===== src/rtl/jno_condition_unit_if.sv =====
// Bus between decode/ALU/sequencer and the JNO condition stage.
// The condition unit sits on the slave side; decode and the sequencer use the master side.
interface jno_condition_unit_if #(
    parameter int ADDR_W = 8
);
    logic              alu_valid;
    logic [1:0]        alu_flags;
    logic              jno_req;
    logic [ADDR_W-1:0] jno_target;
    logic [1:0]        check;
    logic [ADDR_W-1:0] target_out;
    logic              busy;
    logic              done;
    logic              jno_drop;

    modport master (
        output alu_valid, alu_flags, jno_req, jno_target,
        input  check, target_out, busy, done, jno_drop
    );

    modport slave (
        input  alu_valid, alu_flags, jno_req, jno_target,
        output check, target_out, busy, done, jno_drop
    );
endinterface


===== src/rtl/jno_condition_unit.sv =====
// JNO condition stage: latches ALU flags, evaluates jump-if-not-overflow and
// holds the registered check code for HOLD_CYCLES cycles before returning to idle.
module jno_condition_unit #(
    parameter int HOLD_CYCLES = 2,
    parameter int ADDR_W      = 8
) (
    input  logic                 clk,
    input  logic                 rst,
    jno_condition_unit_if.slave  bus
);
    // state | meaning
    // IDLE  | waiting for jno_req, check = 00
    // EVAL  | one cycle, decide take/fall-through from flags_q
    // HOLD  | check held constant until cnt reaches 0
    typedef enum logic [1:0] {IDLE = 2'd0, EVAL = 2'd1, HOLD = 2'd2} state_t;

    localparam int CNT_W    = $clog2(HOLD_CYCLES) + 1;
    localparam int HOLD_EFF = (HOLD_CYCLES < 1) ? 1 : HOLD_CYCLES;
    localparam logic [CNT_W-1:0] CNT_LOAD = CNT_W'(HOLD_EFF - 1);

    state_t            state_q, state_d;
    logic [1:0]        flags_q;
    logic [1:0]        check_q;
    logic [CNT_W-1:0]  cnt_q;
    logic [ADDR_W-1:0] target_q;
    logic              drop_q;
    logic              busy_c;
    logic              done_c;

    always_ff @(posedge clk or posedge rst) begin
        if (rst) state_q <= IDLE;
        else     state_q <= state_d;
    end

    always_comb begin
        state_d = state_q;
        case (state_q)
            IDLE:    if (bus.jno_req) state_d = EVAL;
            EVAL:    state_d = HOLD;
            HOLD:    if (cnt_q == '0) state_d = IDLE;
            default: state_d = IDLE;
        endcase
    end

    always_comb begin
        busy_c = (state_q != IDLE);
        done_c = (state_q == HOLD) && (cnt_q == '0);
    end

    // Flags load in every state so a same-cycle alu_valid/jno_req pair is seen in EVAL.
    always_ff @(posedge clk or posedge rst) begin
        if (rst) begin
            flags_q  <= 2'b00;
            check_q  <= 2'b00;
            cnt_q    <= '0;
            target_q <= '0;
            drop_q   <= 1'b0;
        end else begin
            if (bus.alu_valid) flags_q <= bus.alu_flags;
            drop_q <= bus.jno_req && (state_q != IDLE);
            case (state_q)
                IDLE: begin
                    if (bus.jno_req) target_q <= bus.jno_target;
                end
                EVAL: begin
                    check_q <= flags_q[1] ? 2'b01 : 2'b10;
                    cnt_q   <= CNT_LOAD;
                end
                HOLD: begin
                    if (cnt_q == '0) check_q <= 2'b00;
                    else             cnt_q   <= cnt_q - CNT_W'(1);
                end
                default: check_q <= 2'b00;
            endcase
        end
    end

    assign bus.check      = check_q;
    assign bus.target_out = target_q;
    assign bus.busy       = busy_c;
    assign bus.done       = done_c;
    assign bus.jno_drop   = drop_q;
endmodule


===== src/flat_wrapper.sv =====
// flat-port wrapper written by rule: the top's interface ports become plain ports
module jno_condition_unit_flat 
#(
    parameter int HOLD_CYCLES = 2,
    parameter int ADDR_W      = 8
)
  (clk, rst, bus_alu_valid, bus_alu_flags, bus_jno_req, bus_jno_target, bus_check, bus_target_out, bus_busy, bus_done, bus_jno_drop);
  jno_condition_unit_if #(.ADDR_W(ADDR_W)) bus_i ();
  input  logic clk;
  input  logic rst;
  input wire logic [$bits(bus_i.alu_valid)-1:0] bus_alu_valid;
  input wire logic [$bits(bus_i.alu_flags)-1:0] bus_alu_flags;
  input wire logic [$bits(bus_i.jno_req)-1:0] bus_jno_req;
  input wire logic [$bits(bus_i.jno_target)-1:0] bus_jno_target;
  output wire logic [$bits(bus_i.check)-1:0] bus_check;
  output wire logic [$bits(bus_i.target_out)-1:0] bus_target_out;
  output wire logic [$bits(bus_i.busy)-1:0] bus_busy;
  output wire logic [$bits(bus_i.done)-1:0] bus_done;
  output wire logic [$bits(bus_i.jno_drop)-1:0] bus_jno_drop;
  assign bus_i.alu_valid = bus_alu_valid;
  assign bus_i.alu_flags = bus_alu_flags;
  assign bus_i.jno_req = bus_jno_req;
  assign bus_i.jno_target = bus_jno_target;
  assign bus_check = bus_i.check;
  assign bus_target_out = bus_i.target_out;
  assign bus_busy = bus_i.busy;
  assign bus_done = bus_i.done;
  assign bus_jno_drop = bus_i.jno_drop;
  jno_condition_unit #(.HOLD_CYCLES(HOLD_CYCLES), .ADDR_W(ADDR_W)) u_core (.clk(clk), .rst(rst), .bus(bus_i));
endmodule

===== config.mk =====
export PLATFORM = sky130hd
export DESIGN_NAME = jno_condition_unit_flat
export DESIGN_NICKNAME = d
export VERILOG_FILES = /design/src/rtl/jno_condition_unit_if.sv /design/src/rtl/jno_condition_unit.sv /design/src/flat_wrapper.sv
export SDC_FILE = /design/constraint.sdc
export NUM_CORES = 1
export LEC_CHECK = 0
export ABC_AREA = 1
export CAP_MARGIN = 25
export CORE_MARGIN = 1.5
export CORE_UTILIZATION = 40
export CTS_BUF_LIST = sky130_fd_sc_hd__clkbuf_16
export DETAILED_ROUTE_END_ITERATION = 12
export HOLD_SLACK_MARGIN = 0.08
export PLACE_DENSITY = 0.76
export SETUP_SLACK_MARGIN = 0.02
export SYNTH_ARGS = -nofsm -noshare
export SYNTH_HDL_FRONTEND = slang
export SYNTH_SLANG_ARGS = --single-unit

===== constraint.sdc =====
create_clock -name clk -period 1.45 [get_ports clk]
set_clock_uncertainty 0.2 [all_clocks]
set_input_delay 0.145 -clock clk [delete_from_list [all_inputs] [get_ports clk]]
set_output_delay 0.145 -clock clk [all_outputs]
set_load 0.02 [all_outputs]

==> flow_metrics.tcl <==
set metrics [dict create \
    outcome "finished, violations left" \
    violations "setup timing" \
    r2r_start "u_core.state_q[1]" \
    swShare_pct 37.5 \
    die_h_um 43.3 \
    cp.required_ns 1.11 \
    drtIter0Drc 2 \
    diodes 0 \
    hold_class "input pin to flip-flop" \
    gp_congestion 0.671 \
    layout_setup_ws_ns -0.00998 \
    syn_nets 87 \
    drive_gt1_share_pct 21.6 \
    ys.warnings.count 0 \
    end_kind "output pin" \
    power.switching_uw 877 \
    synthMuxAreaShare_pct 0 \
    hold_start "bus_jno_target[4]" \
    final_antenna_net_count 0 \
    slew_headroom_pct 85.2 \
    synth_top_area_share_pct 61.5 \
    syn_avg_cell_area_sq_um 9.04 \
    rsz0062_at_grt "true" \
    min_period_ns 1.46 \
    dpl.hpwl_um 1020 \
    worstMarginPinSlew_ns 0.223 \
    fmax_ghz 0.685 \
    clkTransAtPathRegs_ns 0.05 \
    crit_fanout 2 \
    wl_per_cell_um 11.7 \
    power_frac_seq_pct 31.3 \
    crit_type "flip-flop to output pin" \
    hold_viol 0 \
    synth_cell_types 16 \
    report.final.slew_viol_count 0 \
    synth_fa_ha_area_share_pct 1.92 \
    cts-root-buf "clkbuf_16" \
    peakVddDrop_v 0.00139 \
    io-pin-count 27 \
    dr.pass1.iters 4 \
    syn2layout_area_growth_pct 65.8 \
    vias_per_cell 4.61 \
    synthCells 72 \
    routed_wl_um 1490 \
    synth_top_area_cell "dfrtp_1" \
    crit_start "u_core.cnt_q[0]" \
    synth-compound-area-share_pct 3.08 \
    synth_top_cells_by_area "dfrtp_1 (62%), nand2_1 (18%), inv_1 (5.2%)" \
    critical_path_arrival_ns 1.11 \
    grt_pass1_wl_um 2560 \
    critPathLaunchType "flip-flop" \
    ys_ff_latch 16 \
    drc 0 \
    mappedNetlistArea_sq_um 651 \
    grt_pass1_vias 603 \
    p_int_uw 1460 \
    grt.overflow.total 0 \
    fin_setup_tns_ns -0.00998 \
    drv_cap 0 \
    timing.final.crit_share_pct 101 \
    dieArea_sq_mm 0.00188 \
    clock-sinks 16 \
    grt_max_degree 17 \
    initial_utilization_pct 43.2 \
    core-area_sq_mm 0.00151 \
    yosysSeqAreaShare_pct 61.5 \
    cts_tree "done" \
    p_per_area_mw_per_mm2 2170 \
    async_reset_ff_share_pct 100 \
    setup-violations-final 1 \
    yosysMostFrequentCell "nand2_1" \
    cts_buffer_depth 2 \
    comb_power_share_pct 45.9 \
    die_w_um 43.3 \
    numCtsBuffers 3 \
    yosys.area_share.simple_pct 26.7 \
    vias 586 \
    antenna_found_initial 0 \
    synth_top_family_by_area "simple AND/OR/NAND/NOR gates" \
    synth_common_cells "nand2_1 (32), dfrtp_1 (16), inv_1 (9), nand3_1 (2), o21ai_1 (2)" \
    p_clk_share_pct 22.8 \
    synth_xor_area_share_pct 0 \
    port_buffers 25 \
    clock_latency_ns 0.24 \
    final_core_utilization_pct 71.6 \
    synth_edf_count 0 \
    ys.flop_type "dfrtp_1" \
    track_usage_pct 18.6 \
    htree_num_levels 1 \
    core.rowCount 14 \
    nets 127 \
    leakage_uw 0.000588 \
]
## sequential cells by signal (all words and copies together), names as in the netlist
| signal | count |
|---|---|
| u_core.bus.check | 2 |
| u_core.bus.jno_drop | 1 |
| u_core.bus.target_out | 8 |
| u_core.cnt_q | 2 |
| u_core.flags_q | 1 |
| u_core.state_q | 2 |
## worst max-delay path, stage by stage, from the launching register on
cell,delay [ns]
dfrtp_1,0.38
inv_2,0.08
ha_4,0.13
inv_2,0.04
nor3_2,0.09
buf_4,0.16
## routing by layer
layer / routed length [um] / global-route usage (%)
met1: 646 / 20.7
met2: 764 / 33.7
met3: 56 / 3.75
met4: 17 / 9.09
met5: 0 / 0
## per-stage QoR
| step | hold WS, ns | total power [uW] | setup slack (ns) | cell area [sq um] | cells |
|---|---|---|---|---|---|
| after CTS | 0.231 | 2350 | -0.0129 | 1080 | 127 |
| after global placement | 0.231 | 1830 | -0.225 | 986 | 121 |
| after detailed placement | 0.248 | 1860 | -0.259 | 986 | 121 |
| final | 0.232 | 2340 | -0.00998 | 1080 | 127 |
| after floorplan | -0.141 | 1300 | 0.192 | 656 | 72 |
| after global routing | 0.248 | 2490 | -0.0609 | 1080 | 127 |
## what timing repair did
item | CTS | global route
buffers inserted | 1 | 0
resized for setup | 25 | 0
hold endpoints to repair | 16 | 0
pin swaps | 1 | 0
hold buffers | 1 | 0
setup endpoints to repair | 14 | 1
## worst paths after layout
kind,end,slack (ns),cells after the start
setup reg to reg,u_core.bus.target_out[6],0.12,7
hold / removal,u_core.bus.target_out[4],0.23,3
min in group asynchronous,u_core.bus.check[0],0.60,4
setup / recovery,bus_done,-0.01,5
max in group asynchronous,u_core.bus.jno_drop,0.27,4
hold reg to reg,u_core.bus.check[1],0.27,1
## area by class of cell
| cell class | instances | area [sq um] |
|---|---|---|
| Clock buffer | 3 | 75.1 |
| Clock inverter | 1 | 3.75 |
| Fill cell | 115 | 428 |
| Inverter | 11 | 43.8 |
| Multi-Input combinational cell | 45 | 229 |
| Sequential cell | 16 | 400 |
| Tap cell | 16 | 20.0 |
| Timing Repair Buffer | 35 | 307 |
## power by group through the flow
stage          Sequential [uW]  Clock (uW)  Combinational [uW]
3_5_place_dp               734           0                1130
3_3_place_gp               734           0                1100
4_1_cts                    731         539                1080
6_report                   731         533                1070
2_1_floorplan              924           0                 376
5_1_grt                    750         561                1180
## kinds of logic (layout without fill, tap and decap cells)
| group | Yosys count | count (layout) |
|---|---|---|
| and+or+nand+nor | 40 | 40 |
| DFF | 16 | 16 |
| buffers and inverters | 11 | 50 |
| AOI/OAI and AO/OA | 4 | 4 |
| adders and majority gates | 1 | 1 |
## cells in the final DEF (no fill, tap or decap)
master / n
buf_2: 1
clkbuf_16: 3
nand3_1: 1
o21ai_0: 1
nor2_4: 1
inv_1: 7
clkdlybuf4s50_1: 12
clkinv_1: 1
nand2_1: 32
dlygate4sd2_1: 11
ha_4: 1
nor3_2: 1
nor2_1: 1
nand2_4: 1
o21ai_1: 2
dfrtp_1: 16
inv_2: 3
buf_4: 10
inv_4: 1
dlygate4sd3_1: 1
nand4_1: 1
a21oi_1: 1
nand2_2: 1
nand3_2: 1
No activity file was read; power rests on OpenSTA's default activity.
